## config.mk

```make
export PLATFORM = sky130hd
export DESIGN_NAME = instr_fetch_unit_flat
export DESIGN_NICKNAME = d
export VERILOG_FILES = /design/src/rtl/instr_fetch_unit_if.sv /design/src/rtl/instr_fetch_unit.sv /design/src/flat_wrapper.sv
export SDC_FILE = /design/constraint.sdc
export NUM_CORES = 1
export LEC_CHECK = 0
export ABC_AREA = 1
export CORE_ASPECT_RATIO = 1.4
export CORE_UTILIZATION = 45
export DETAILED_ROUTE_END_ITERATION = 8
export PLACE_DENSITY_LB_ADDON = 0.12
export SYNTH_ARGS = -nofsm -noshare
export SYNTH_HDL_FRONTEND = slang
export SYNTH_SLANG_ARGS = --single-unit
```

## constraint.sdc

```tcl
create_clock -name clk -period 3.55 [get_ports clk]
set_clock_uncertainty 0.05 [all_clocks]
set_input_delay 0.8875 -clock clk [delete_from_list [all_inputs] [get_ports clk]]
set_output_delay 0.8875 -clock clk [all_outputs]
set_load 0.01 [all_outputs]
```

## src/rtl/instr_fetch_unit_if.sv

```systemverilog
// Bus bundle for the instruction-fetch stage: program load, run control,
// pipeline control and the IF/ID output register.
interface instr_fetch_unit_if #(
  parameter int unsigned IW    = 8,
  parameter int unsigned AW    = 8,
  parameter int unsigned DEPTH = 64
);
  localparam int unsigned MAW = $clog2(DEPTH);

  logic           start;
  logic           prog_we;
  logic [MAW-1:0] prog_addr;
  logic [IW-1:0]  prog_data;
  logic           stall;
  logic           redirect_valid;
  logic [AW-1:0]  redirect_pc;
  logic [IW-1:0]  instr_out;
  logic [AW-1:0]  pc_out;
  logic           instr_valid;
  logic           halted;
  logic           busy;

  // Fetch unit side
  modport slave (
    input  start, prog_we, prog_addr, prog_data, stall, redirect_valid, redirect_pc,
    output instr_out, pc_out, instr_valid, halted, busy
  );

  // Controller / consumer side
  modport master (
    output start, prog_we, prog_addr, prog_data, stall, redirect_valid, redirect_pc,
    input  instr_out, pc_out, instr_valid, halted, busy
  );
endinterface

```

## src/rtl/instr_fetch_unit.sv

```systemverilog
// Instruction-fetch stage: loadable instruction memory, PC with sequential /
// pseudo-direct jump / redirect selection, IF/ID register, IDLE/RUN/HALTED control.
module instr_fetch_unit #(
  parameter int unsigned    IW        = 8,
  parameter int unsigned    AW        = 8,
  parameter int unsigned    DEPTH     = 64,
  parameter int unsigned    JW        = 6,
  parameter logic [AW-1:0]  START_PC  = '0,
  parameter logic [IW-1:0]  HALT_CODE = IW'(8'hFF)
) (
  input  logic                clk,
  input  logic                reset,
  instr_fetch_unit_if.slave   bus
);
  localparam int unsigned MAW = $clog2(DEPTH);

  typedef enum logic [1:0] {StIdle, StRun, StHalted} state_e;

  state_e        state_q;
  logic [AW-1:0] pc_q;
  logic [IW-1:0] mem [DEPTH];

  logic          in_range;
  logic [IW-1:0] fetched;
  logic          is_halt;
  logic          is_jump;
  logic [AW-1:0] pc_inc;
  logic [AW-1:0] next_pc;

  // Combinational fetch and next-PC selection; addresses past the memory read as NOP
  always_comb begin
    in_range = (pc_q >> MAW) == '0;
    fetched  = in_range ? mem[pc_q[MAW-1:0]] : '0;
    is_halt  = (fetched == HALT_CODE);
    is_jump  = fetched[IW-1];
    pc_inc   = pc_q + AW'(1);
    // Jump keeps the page bits of PC+1, replaces the low JW bits
    next_pc  = is_jump ? {pc_inc[AW-1:JW], fetched[JW-1:0]} : pc_inc;
  end

  // Program load port; only writable while idle, contents survive reset
  always_ff @(posedge clk) begin
    if (bus.prog_we && (state_q == StIdle)) begin
      mem[bus.prog_addr] <= bus.prog_data;
    end
  end

  // Run-control FSM with PC and registered IF/ID outputs
  always_ff @(posedge clk or negedge reset) begin
    if (!reset) begin
      state_q         <= StIdle;
      pc_q            <= START_PC;
      bus.instr_out   <= '0;
      bus.pc_out      <= '0;
      bus.instr_valid <= 1'b0;
      bus.halted      <= 1'b0;
      bus.busy        <= 1'b0;
    end else begin
      unique case (state_q)
        StIdle: begin
          bus.instr_valid <= 1'b0;
          if (bus.start) begin
            state_q  <= StRun;
            pc_q     <= START_PC;
            bus.busy <= 1'b1;
          end
        end
        StRun: begin
          if (bus.redirect_valid) begin
            // Redirect squashes the IF/ID register and wins over stall
            pc_q            <= bus.redirect_pc;
            bus.instr_valid <= 1'b0;
          end else if (!bus.stall) begin
            bus.instr_out   <= fetched;
            bus.pc_out      <= pc_q;
            bus.instr_valid <= 1'b1;
            if (is_halt) begin
              // Halt word is presented; PC stays on it
              state_q    <= StHalted;
              bus.halted <= 1'b1;
              bus.busy   <= 1'b0;
            end else begin
              pc_q <= next_pc;
            end
          end
        end
        StHalted: begin
          bus.instr_valid <= 1'b0;
          if (bus.redirect_valid) begin
            state_q    <= StRun;
            pc_q       <= bus.redirect_pc;
            bus.halted <= 1'b0;
            bus.busy   <= 1'b1;
          end
        end
        default: begin
          state_q <= StIdle;
        end
      endcase
    end
  end
endmodule

```

## src/flat_wrapper.sv

```systemverilog
// flat-port wrapper written by rule: the top's interface ports become plain ports
module instr_fetch_unit_flat 
#(
  parameter int unsigned    IW        = 8,
  parameter int unsigned    AW        = 8,
  parameter int unsigned    DEPTH     = 64,
  parameter int unsigned    JW        = 6,
  parameter logic [AW-1:0]  START_PC  = '0,
  parameter logic [IW-1:0]  HALT_CODE = IW'(8'hFF)
)
  (clk, reset, bus_start, bus_prog_we, bus_prog_addr, bus_prog_data, bus_stall, bus_redirect_valid, bus_redirect_pc, bus_instr_out, bus_pc_out, bus_instr_valid, bus_halted, bus_busy);
  instr_fetch_unit_if #(.IW(IW), .AW(AW), .DEPTH(DEPTH)) bus_i ();
  input  logic clk;
  input  logic reset;
  input wire logic [$bits(bus_i.start)-1:0] bus_start;
  input wire logic [$bits(bus_i.prog_we)-1:0] bus_prog_we;
  input wire logic [$bits(bus_i.prog_addr)-1:0] bus_prog_addr;
  input wire logic [$bits(bus_i.prog_data)-1:0] bus_prog_data;
  input wire logic [$bits(bus_i.stall)-1:0] bus_stall;
  input wire logic [$bits(bus_i.redirect_valid)-1:0] bus_redirect_valid;
  input wire logic [$bits(bus_i.redirect_pc)-1:0] bus_redirect_pc;
  output wire logic [$bits(bus_i.instr_out)-1:0] bus_instr_out;
  output wire logic [$bits(bus_i.pc_out)-1:0] bus_pc_out;
  output wire logic [$bits(bus_i.instr_valid)-1:0] bus_instr_valid;
  output wire logic [$bits(bus_i.halted)-1:0] bus_halted;
  output wire logic [$bits(bus_i.busy)-1:0] bus_busy;
  assign bus_i.start = bus_start;
  assign bus_i.prog_we = bus_prog_we;
  assign bus_i.prog_addr = bus_prog_addr;
  assign bus_i.prog_data = bus_prog_data;
  assign bus_i.stall = bus_stall;
  assign bus_i.redirect_valid = bus_redirect_valid;
  assign bus_i.redirect_pc = bus_redirect_pc;
  assign bus_instr_out = bus_i.instr_out;
  assign bus_pc_out = bus_i.pc_out;
  assign bus_instr_valid = bus_i.instr_valid;
  assign bus_halted = bus_i.halted;
  assign bus_busy = bus_i.busy;
  instr_fetch_unit #(.IW(IW), .AW(AW), .DEPTH(DEPTH), .JW(JW), .START_PC(START_PC), .HALT_CODE(HALT_CODE)) u_core (.clk(clk), .reset(reset), .bus(bus_i));
endmodule
```

=== Yosys cells after proc, flatten, opt, wreduce, memory -nomap -nowiden ===
Memory sizes are Yosys's and may differ from the RTL's.
Cells that the tools add are included.

* Input bits: 28
* Output and inout bits: 19
* Memories: 1
* Memory bits (writable): 512
* Logic and storage cells: 64
* Register bits: 29

{| class="wikitable"
|+ Memories
! name !! words !! bits a word !! read ports !! clocked after memory_dff !! wr ports !! line !! text
|-
| u_core.mem || 64 || 8 || 1 || 0 || 1 || instr_fetch_unit.sv:21 || <nowiki>logic [IW-1:0] mem [DEPTH];</nowiki>
|}

* Mux-type cells: 30
* Bitwise gates (word level): 2
* Equality and inequality tests: 10
* $add $sub $neg: 1
* Reductions and logical operators: 13

{| class="wikitable"
|+ Operators with widths
! operator !! number
|-
| $mux 8 || 6
|-
| $pmux 8 s3 || 1
|-
| $reduce_and 5->1 || 3
|-
| $mux 1 || 13
|-
| $mux 2 || 5
|-
| $add 8x1->8 const B || 1
|-
| $eq 8x8->1 const B || 1
|-
| $logic_not 8->1 || 1
|-
| $ne 2x2->1 const B || 4
|-
| $mux 6 || 1
|-
| $ne 3x3->1 const B || 2
|-
| $pmux 2 s3 || 1
|-
| $reduce_and 6->1 || 1
|-
| $pmux 1 s2 || 2
|-
| $reduce_bool 2->1 || 2
|-
| $pmux 1 s3 || 1
|-
| $reduce_and 3->1 || 1
|-
| $reduce_bool 3->1 || 1
|-
| $eq 2x1->1 const B || 1
|-
| $eq 2x2->1 const B || 1
|-
| $logic_not 2->1 || 1
|-
| $ne 2x1->1 const B || 1
|-
| $not 1->1 || 2
|-
| $reduce_and 2->1 || 1
|-
| 2 further kinds || 2
|}

=== Longest topological paths before layout ===
Gate-level depths: netlist of run 1.

* Depth in word-level cells: 7
* Depth in mapped cells: 20
* Gate-level depth less buffers: 18

=== Worst setup path before layout of run 1 ===
No wires, ideal clock.

* Kind: input to register
* Start: in bus_prog_addr[2]
* End: mem u_core.mem[52][0], enable pin
* Required time: 3105 ps
* Setup slack: 879 ps
* Arrival: 2226 ps
* Library setup time: 395 ps
* Path buffers: 1
* Stages: 3
* Cells stage by stage: clkbuf_1 inv_1 nor4_1

{| class="wikitable"
|+ RTL lines
! what !! line !! text
|-
| start, declared || flat_wrapper.sv:17 || <nowiki>input wire logic [$bits(bus_i.prog_addr)-1:0] bus_prog_addr;</nowiki>
|-
| end, declared || instr_fetch_unit.sv:21 ||
|}

Straight into the memory's write port.

=== Worst setup path in the final report of run 1 ===
* Start: reg u_core.pc_q[2]
* End: reg u_core.pc_q[0]

* Longest elaborated chain between the ends: 7
* Elaborated cells on any way between the ends: 10
* Classes of those cells: eq/ne (2); mux (6); reduce/logical (1); memory (1)

{| class="wikitable"
|+ Ends and longest elaborated chain
! what !! line !! text
|-
| start, declared || instr_fetch_unit.sv:20 || <nowiki>logic [AW-1:0] pc_q;</nowiki>
|-
| start signal, assigned || instr_fetch_unit.sv:71 || <nowiki>pc_q <= bus.redirect_pc;</nowiki>
|-
| start signal, assigned || instr_fetch_unit.sv:83 || <nowiki>pc_q <= next_pc;</nowiki>
|-
| start signal, assigned || instr_fetch_unit.sv:91 || <nowiki>pc_q <= bus.redirect_pc;</nowiki>
|-
| $mem_v2 64x8 * || - ||
|-
| $mux 8 * || instr_fetch_unit.sv:33 || <nowiki>fetched = in_range ? mem[pc_q[MAW-1:0]] : '0;</nowiki>
|-
| $mux 6 || instr_fetch_unit.sv:38 || <nowiki>next_pc = is_jump ? {pc_inc[AW-1:JW], fetched[JW-1:0]} : pc_inc;</nowiki>
|-
| $mux 8 || instr_fetch_unit.sv:77 || <nowiki>if (is_halt) begin</nowiki>
|-
| $mux 8 || instr_fetch_unit.sv:73 || <nowiki>end else if (!bus.stall) begin</nowiki>
|-
| $mux 8 || instr_fetch_unit.sv:69 || <nowiki>if (bus.redirect_valid) begin</nowiki>
|-
| $pmux 8 s3 || instr_fetch_unit.sv:59 || <nowiki>unique case (state_q)</nowiki>
|}

Mark *: on every way between the ends. The rest lies on a longest branch, timed or not. The select of a mux whose other input is x is not followed.
A chain may end at the register's enable or synchronous reset.

==> results of run 1 <==
-- stage by stage --
step	hold slack, ns	std cells	worst slack, ns
6_report	0.432	2905	0.389
3_5_place_dp	0.420	2807	0.414
4_1_cts	0.437	2905	0.395
2_1_floorplan	0.439	2111	0.879
5_1_grt	0.459	2905	0.187
3_3_place_gp	0.427	2807	0.361
-- area by class of cell --
cell class / instances / share of cell area, %
inverters: 105 / 1.51
clock inverters: 34 / 1.40
clock buffers: 64 / 5.39
flip-flops and latches: 541 / 61.1
well taps: 643 / 3.05
repair buffers: 163 / 5.64
multi-input cells: 1355 / 21.9
-- flip-flops by register name, indices dropped and copies added (netlist names) --
signal                  flops
u_core.bus.halted           1
u_core.bus.busy             1
u_core.bus.instr_valid      1
u_core.pc_q                 8
u_core.mem                512
u_core.bus.instr_out        8
u_core.state_q              2
u_core.bus.pc_out           8
-- cell families after synthesis --
group | share of synthesized area [%]
adder cells (fa/ha/maj) | 0.273
AND/OR/NAND/NOR | 22.1
AO/OA/AOI/OAI | 2.73
flip-flops | 70.3
XOR/XNOR | 0.0765
buffers and inverters | 4.46
-- cell usage after synthesis --
cell type / count
nor4_1: 8
edfxtp_1: 512
xnor2_1: 1
o21ai_0: 63
a32o_1: 5
xor2_1: 1
buf_2: 63
nand3_1: 285
o21bai_1: 1
clkinv_1: 3
inv_1: 97
o41ai_1: 1
ha_1: 5
inv_2: 5
nand3b_1: 1
o211ai_1: 4
a21oi_1: 36
a21boi_0: 1
o21ai_1: 5
dfrtp_1: 29
nor2_1: 161
nand4_1: 17
or2_2: 4
nand2_2: 3
nor3_1: 4
nand2_1: 749
buf_6: 9
buf_1: 6
clkbuf_1: 14
buf_4: 18
-- layer usage --
metal / share of wire (%) / wire length [um]
met5: 0 / 0
met3: 4.8 / 3100
met2: 50 / 32200
met4: 5.0 / 3220
met1: 40 / 25500
-- power breakdown --
part / total (mW) / leakage, nW / switching, mW / internal [mW]
combinational: 3.17 / 4.29 / 2.19 / 0.980
clock: 5.81 / 0.864 / 2.45 / 3.36
sequential: 7.28 / 4.98 / 0.136 / 7.15
-- worst max-delay path: stages (launching register included) --
cell	delay (ns)
dfrtp_1	0.50
nand2_1	0.21
inv_2	0.52
nand2_1	0.13
nand3_1	0.23
nand3_1	0.11
nand2_1	0.11
nand2_1	0.12
nand3_1	0.21
nand2_1	0.07
nor2_1	0.15
nand4_1	0.15
nand2_2	0.26
nand2_1	0.08
o21ai_0	0.11
-- worst min-delay path by stage --
| stage | start | endpoint | slack, ns |
|---|---|---|---|
| floorplan | u_core.pc_q[6] | u_core.pc_q[6] | 0.44 |
| global placement | u_core.bus.pc_out[4] | u_core.bus.pc_out[4] | 0.43 |
| detailed placement | u_core.bus.halted | u_core.bus.halted | 0.42 |
| CTS | u_core.bus.halted | u_core.bus.halted | 0.44 |
| global route | u_core.bus.halted | u_core.bus.halted | 0.46 |
| finish | u_core.bus.halted | u_core.bus.halted | 0.43 |
==> results.json, run 1 <==
{
  "detailed_place_hpwl_um": 40200,
  "clkSinkCount": 541,
  "gr-usage-met2_pct": 43.8,
  "core_mm2": 0.0501,
  "cp-end-kind": "flip-flop",
  "post_cts_buffers": 0,
  "cts-hold-fix-buffers": 0,
  "final_util_pct": 52.6,
  "seq_area_mm2": 0.0161,
  "worstPathRequired_ns": 4.01,
  "cp-startpoint": "u_core.pc_q[2]",
  "violations": "design-rule violations",
  "p_per_area_mw_per_mm2": 617,
  "hold_viol_final": 0,
  "gp_congestion": 0.900,
  "multiInputGateArea_mm2": 0.00577,
  "syn_inst": 2111,
  "rsz0062_at_grt": "false",
  "die_w_um": 193,
  "crit_path_end": "u_core.pc_q[0]",
  "root_buffer": "clkbuf_16",
  "crit_path_start_kind": "flip-flop",
  "hold_class": "reg2reg",
  "clk_latency_ns": 0.61,
  "synth.largest_area_cell": "edfxtp_1",
  "post_drt_wl_per_cell_um": 22.0,
  "run_status": "finished with violations",
  "placementRows": 97,
  "leakagePower_nw": 10.1,
  "drt-initial-drc-count": 1386,
  "synth_nets": 2144,
  "min_path_cells": 2,
  "overflow": 0,
  "maxCapViolCount": 0,
  "use_met3_pct": 3.29,
  "finalCritPeriodShare_pct": 89.0,
  "worst-path-max-fanout": 33,
  "fmax_ghz": 0.316,
  "path_class": "reg2reg",
  "p_total_mw": 16.3,
  "grt_max_degree": 89,
  "yosysSeqAreaShare_pct": 70.3,
  "first_pass_iters": 8,
  "cts-buffers-inserted": 53,
  "synth_seq_cells": 541,
  "placedInstanceArea_mm2": 0.0246,
  "die_h_um": 269,
  "areaGrowthSynthToFinish_pct": 15.1,
  "syn_area_mm2": 0.0229,
  "syn_avg_cell_area_um2": 10.8,
  "synthDominantCellAreaShare_pct": 67.2,
  "r2r_setup_slack_ns": 0.39,
  "fillCellCount": 4451,
  "grt_pass1_wl_um": 97600,
  "track_usage_pct": 25.7,
  "first_global_vias": 15800,
  "drive_gt1_share_pct": 9.90,
  "fin_area_mm2": 0.0264,
  "relSlewSlack_pct": 31.0,
  "numPortBuffers": 46,
  "cts_tree": "yes",
  "ys_warn_count": 0,
  "routed_wl_um": 64100,
  "antenna_found_initial": 0,
  "n_antenna_cell": 0,
  "ir_drop_mv": 0.399,
  "slew_violations": 0,
  "postCtsResizedCells": 0,
  "start_util_pct": 45.7,
  "reg2regPathDepth": 14,
  "fin_nets": 2252,
  "ys_types": 30,
  "drc_errors": 4,
  "vias": 15700,
  "dieArea_mm2": 0.0518,
  "r2r_start": "u_core.pc_q[2]",
  "finalSetupViolations": 0,
  "layout_commonest_cell": "nand2_1",
  "cts_buffer_depth": 3,
  "path_clk_slew_ns": 0.07,
  "ys_top_cells_by_area": "edfxtp_1 67%, nand2_1 12%, nand3_1 6.2%",
  "cts_max_level": 2,
  "viasPerCell": 5.40,
  "r2r_end": "u_core.pc_q[0]",
  "period_minus_slack_ns": 3.16,
  "top_usage_layer": "met2",
  "tightest_slew_ns": 1.03,
  "most-common-layout-cells": "749 x nand2_1, 512 x edfxtp_1, 285 x nand3_1",
  "cp_data_arrival_time_ns": 3.62,
  "setup_tns_ns": 0,
  "io_pins": 47,
  "ant_nets": 0,
  "grt_util_met1_pct": 32.1
}
Note: power is estimated with default switching activity, not from simulation.
==> run 2, diff against run 1 <==
--- a/config.mk
+++ b/config.mk
@@ -9,7 +9,9 @@
 export CORE_ASPECT_RATIO = 1.4
 export CORE_UTILIZATION = 45
 export DETAILED_ROUTE_END_ITERATION = 8
+export MAX_ROUTING_LAYER = met4
 export PLACE_DENSITY_LB_ADDON = 0.12
+export SETUP_SLACK_MARGIN = 0.3
 export SYNTH_ARGS = -nofsm -noshare
 export SYNTH_HDL_FRONTEND = slang
 export SYNTH_SLANG_ARGS = --single-unit
==> results.json, run 2 (synthesized netlist as in run 1, its figures left out) <==
{
  "vias": 15700,
  "cp-startpoint": "u_core.pc_q[1]",
  "placementRows": 97,
  "leakagePower_nw": 10.1,
  "n_antenna_cell": 0,
  "dp_cells": 2813,
  "die_w_um": 193,
  "most-common-layout-cells": "749 x nand2_1, 512 x edfxtp_1, 285 x nand3_1",
  "post_drt_wl_per_cell_um": 22.1,
  "period_minus_slack_ns": 3.04,
  "drc_errors": 4,
  "r2r_setup_slack_ns": 0.51,
  "numPortBuffers": 46,
  "drt-initial-drc-count": 1363,
  "violations": "design-rule violations",
  "cp_data_arrival_time_ns": 3.45,
  "setup_tns_ns": 0,
  "finalCritPeriodShare_pct": 85.6,
  "layout_commonest_cell": "nand2_1",
  "routed_wl_um": 64400,
  "tightest_slew_ns": 0.803,
  "p_per_area_mw_per_mm2": 599,
  "path_class": "reg2reg",
  "worst_path_largest_cell_delay_ns": 0.51,
  "worstPathRequired_ns": 3.96,
  "track_usage_pct": 25.9,
  "finalSetupViolations": 0,
  "crit_path_end": "u_core.pc_q[7]",
  "cts_max_level": 2,
  "placedInstanceArea_mm2": 0.0247,
  "start_util_pct": 45.7,
  "cts_buffer_depth": 3,
  "drive_gt1_share_pct": 9.49,
  "regMostFlops": "u_core.mem",
  "maxCapViolCount": 0,
  "dp_slack_ns": 0.386,
  "path_clk_slew_ns": 0.06,
  "fin_nets": 2261,
  "worst-path-max-fanout": 26,
  "clkSinkCount": 541,
  "first_pass_iters": 9,
  "post_cts_buffers": 0,
  "antenna_found_initial": 0,
  "rsz0062_at_grt": "false",
  "crit_path_start_kind": "flip-flop",
  "crit_buf_inv": 2,
  "first_global_vias": 15900,
  "fmax_ghz": 0.329,
  "fin_ws_ns": 0.512,
  "seq_area_mm2": 0.0161,
  "cpMaxStageDelayCell": "dfrtp_4",
  "grt_pass1_wl_um": 96100,
  "cts-buffers-inserted": 52,
  "slew_violations": 0,
  "die_h_um": 269,
  "path_delay_family": "simple AND/OR/NAND/NOR gates",
  "crit_top_cell": "nand2_1",
  "reg2regPathDepth": 13,
  "dieArea_mm2": 0.0518,
  "ir_drop_mv": 0.437,
  "relSlewSlack_pct": 46.3,
  "hold_class": "reg2reg",
  "grt_max_degree": 79,
  "final_cells": 2908,
  "fin_area_mm2": 0.0264,
  "viasPerCell": 5.41,
  "cp.depth": 13,
  "fillCellCount": 4495,
  "cp-end-kind": "flip-flop",
  "root_buffer": "clkbuf_16",
  "multiInputGateArea_mm2": 0.00578,
  "io_pins": 47,
  "run_status": "finished with violations",
  "holdWs_ns": 0.440,
  "areaGrowthSynthToFinish_pct": 15.2,
  "hold_viol_final": 0,
  "gp_congestion": 0.947,
  "cts_tree": "yes",
  "largest_reg_flops": 512,
  "ant_nets": 0,
  "clk_latency_ns": 0.58,
  "detailed_place_hpwl_um": 39300,
  "r2r_start": "u_core.pc_q[1]",
  "crit_chain": "nand2_1, clkinv_2, buf_4, nand2_1, nand3_1, nand3_1, a21oi_1, nor2_1, nor2_1, nand4_1, nand2_2, nand2_1, o21ai_0",
  "r2r_end": "u_core.pc_q[7]",
  "core_mm2": 0.0501,
  "overflow": 0
}
==> run 2: cell types whose count changed in the layout (fill, tap and decap cells not counted), sizes merged <==
| cell | before | now |
|---|---|---|
| buf | 125 | 131 |
| clkbuf | 64 | 70 |
| clkinvlp | 6 | 0 |
| bufinv | 7 | 3 |
| clkinv | 23 | 26 |
| inv | 103 | 101 |
==> run 2: how the worst min path moves through the flow <==
stage	from	end	slack [ns]	cells after the start
floorplan	u_core.pc_q[6]	u_core.pc_q[6]	0.44	2
global placement	u_core.bus.instr_valid	u_core.bus.instr_valid	0.42	2
detailed placement	u_core.bus.pc_out[4]	u_core.bus.pc_out[4]	0.42	2
CTS	u_core.bus.pc_out[4]	u_core.bus.pc_out[4]	0.44	2
global route	u_core.bus.pc_out[4]	u_core.bus.pc_out[4]	0.46	2
finish	u_core.bus.pc_out[4]	u_core.bus.pc_out[4]	0.44	2
==> run 2: area by class of cell <==
class	count	share of cell area, %
sequential	541	61.0
multi-input combinational	1355	21.9
timing repair buffer	173	6.53
clock buffer	66	5.21
tap	643	3.05
inverter	105	1.55
clock inverter	25	0.721
==> run 2: per-stage QoR <==
stage	utilization [%]	total power [mW]
floorplan	-	9.29
global placement	49.2	10.6
detailed placement	49.2	10.6
CTS	52.3	15.8
global route	52.6	16.4
finish	52.6	15.8
==> run 2: tightest hold or removal path, delay by kind of cell, from the launching register on <==
family	cells	cell delay [ns]
AOI/OAI and AO/OA	1	0.06
and+or+nand+nor	1	0.05
DFF	1	0.34
==> run 2: power by group <==
group	leakage [nW]	internal [mW]	switching (mW)
combinational	4.40	1.04	2.24
sequential	4.98	7.15	0.130
clock	0.765	2.93	2.31
total	10.1	11.1	4.68
==> run 2: routing by layer <==
metal / share of wire [%] / GRT usage, % / wire length [um] / vias up
met5: 0 / - / 0 / -
met4: 4.4 / 11.1 / 2860 / 0
met3: 4.7 / 2.21 / 3000 / 137
met2: 50 / 43.3 / 32400 / 496
met1: 41 / 32.2 / 26100 / 7679
li1: - / - / - / 7409
==> run 2: what timing repair did <==
action	CTS	global route
gates resized for setup	0	14
hold buffers	0	0
endpoints found under the setup margin	0	12
==> run 3, diff against run 2 <==
--- a/config.mk
+++ b/config.mk
@@ -9,8 +9,7 @@
 export CORE_ASPECT_RATIO = 1.4
 export CORE_UTILIZATION = 45
 export DETAILED_ROUTE_END_ITERATION = 8
-export MAX_ROUTING_LAYER = met4
-export PLACE_DENSITY_LB_ADDON = 0.12
+export PLACE_DENSITY_LB_ADDON = 0.05
 export SETUP_SLACK_MARGIN = 0.3
 export SYNTH_ARGS = -nofsm -noshare
 export SYNTH_HDL_FRONTEND = slang
==> results.json, run 3 (synthesized netlist as in run 1, its figures left out) <==
{
  "cts_buffer_depth": 3,
  "fmax_ghz": 0.338,
  "layout_commonest_cell": "nand2_1",
  "cp.depth": 14,
  "ant_nets": 0,
  "die_w_um": 193,
  "worst_path_largest_cell_delay_ns": 0.58,
  "worst-path-max-fanout": 64,
  "placementRows": 97,
  "crit_top_cell": "nand2_1",
  "post_drt_wl_per_cell_um": 22.2,
  "dp_slack_ns": 0.184,
  "cts-hold-fix-buffers": 0,
  "die_h_um": 269,
  "first_pass_iters": 7,
  "areaGrowthSynthToFinish_pct": 16.1,
  "numPortBuffers": 46,
  "start_util_pct": 45.7,
  "cp-startpoint": "u_core.pc_q[1]",
  "drc_errors": 0,
  "clkSinkCount": 541,
  "tightest_slew_ns": 0.889,
  "fin_nets": 2262,
  "overflow": 0,
  "final_cells": 2917,
  "path_delay_family": "simple AND/OR/NAND/NOR gates",
  "cp-end-kind": "flip-flop",
  "ir_drop_mv": 0.407,
  "grt_max_degree": 123,
  "crit_chain": "buf_12, o21ai_0, o211ai_1, nand3_1, nand2_1, nand2_1, nand3_1, nand2_1, nor2_1, nand3_1, nand2_1, nand3_1, nand2_1, nand2_1",
  "path_class": "reg2reg",
  "fin_area_mm2": 0.0266,
  "r2r_start": "u_core.pc_q[1]",
  "relSlewSlack_pct": 40.5,
  "crit_path_end": "u_core.state_q[0]",
  "path_clk_slew_ns": 0.07,
  "period_minus_slack_ns": 2.95,
  "regMostFlops": "u_core.mem",
  "core_mm2": 0.0501,
  "dp_cells": 2810,
  "reg2regPathDepth": 14,
  "cts_max_level": 2,
  "finalCritPeriodShare_pct": 83.2,
  "rsz0062_at_grt": "false",
  "crit_buf_inv": 1,
  "vias": 15700,
  "clk_latency_ns": 0.60,
  "slew_violations": 0,
  "cp_data_arrival_time_ns": 3.39,
  "seq_area_mm2": 0.0161,
  "root_buffer": "clkbuf_16",
  "drive_gt1_share_pct": 9.99,
  "setup_tns_ns": 0,
  "cts-buffers-inserted": 53,
  "final_util_pct": 53.0,
  "detailed_place_hpwl_um": 40300,
  "viasPerCell": 5.37,
  "first_global_vias": 15500,
  "multiInputGateArea_mm2": 0.00578,
  "gp_congestion": 0.896,
  "fin_ws_ns": 0.596,
  "routed_wl_um": 64900,
  "cpMaxStageDelayCell": "dfrtp_4",
  "fillCellCount": 4451,
  "hold_viol_final": 0,
  "grt_pass1_wl_um": 95600,
  "antenna_found_initial": 0,
  "cts_tree": "yes",
  "maxCapViolCount": 0,
  "hold_class": "reg2reg",
  "track_usage_pct": 25.3,
  "dieArea_mm2": 0.0518,
  "leakagePower_nw": 10.2,
  "worstPathRequired_ns": 3.98,
  "placedInstanceArea_mm2": 0.0247,
  "largest_reg_flops": 512,
  "r2r_setup_slack_ns": 0.60,
  "p_per_area_mw_per_mm2": 615,
  "most-common-layout-cells": "748 x nand2_1, 512 x edfxtp_1, 285 x nand3_1",
  "drt-initial-drc-count": 1153,
  "run_status": "finished, final reports clean",
  "crit_path_start_kind": "flip-flop",
  "io_pins": 47,
  "r2r_end": "u_core.state_q[0]",
  "finalSetupViolations": 0
}
==> run 3: power by group <==
part | leakage, nW | internal [mW] | switching [mW]
clock network | 0.867 | 3.42 | 2.39
logic | 4.39 | 1.05 | 2.19
registers | 4.98 | 7.15 | 0.146
==> run 3: stage by stage <==
step / total power [mW] / hold slack [ns]
6_report: 16.3 / 0.426
4_1_cts: 16.4 / 0.435
3_3_place_gp: 10.6 / 0.423
2_1_floorplan: 9.29 / 0.439
3_5_place_dp: 10.6 / 0.420
5_1_grt: 17.0 / 0.452
==> run 3: worst register-to-register path, delay by kind of cell, from the launching register on <==
kind / cells / cell delay (ns)
compound gates: 2 / 0.45
buf+inv: 1 / 0.30
flops: 1 / 0.58
simple gates: 11 / 1.46
==> run 3: final cells by class <==
class	count	share of cell area, %
Inverter	105	1.53
Clock inverter	29	1.31
Antenna cell	1	0.00941
Multi-Input combinational cell	1355	21.7
Clock buffer	70	5.39
Tap cell	643	3.03
Sequential cell	541	60.6
Timing Repair Buffer	173	6.42
==> run 3: what timing repair did <==
action                                  CTS  global route
endpoints found under the setup margin    0            12
setup buffers                             0             5
resized for setup                         0            10
==> run 3: how the worst min path moves through the flow <==
stage / from / end / slack [ns] / depth (start not counted)
after floorplan: u_core.pc_q[6] / u_core.pc_q[6] / 0.44 / 2
after global placement: u_core.bus.pc_out[0] / u_core.bus.pc_out[0] / 0.42 / 2
after detailed placement: u_core.bus.instr_valid / u_core.bus.instr_valid / 0.42 / 2
after CTS: u_core.bus.instr_valid / u_core.bus.instr_valid / 0.44 / 2
after global routing: u_core.bus.busy / u_core.bus.busy / 0.45 / 2
final: u_core.bus.busy / u_core.bus.busy / 0.43 / 2
==> run 3: per-layer routing <==
metal	part of all wire, %	global-route usage [%]
met4	4.1	10.6
met1	41	31.6
met3	4.1	3.14
met5	0	0
met2	51	43.9
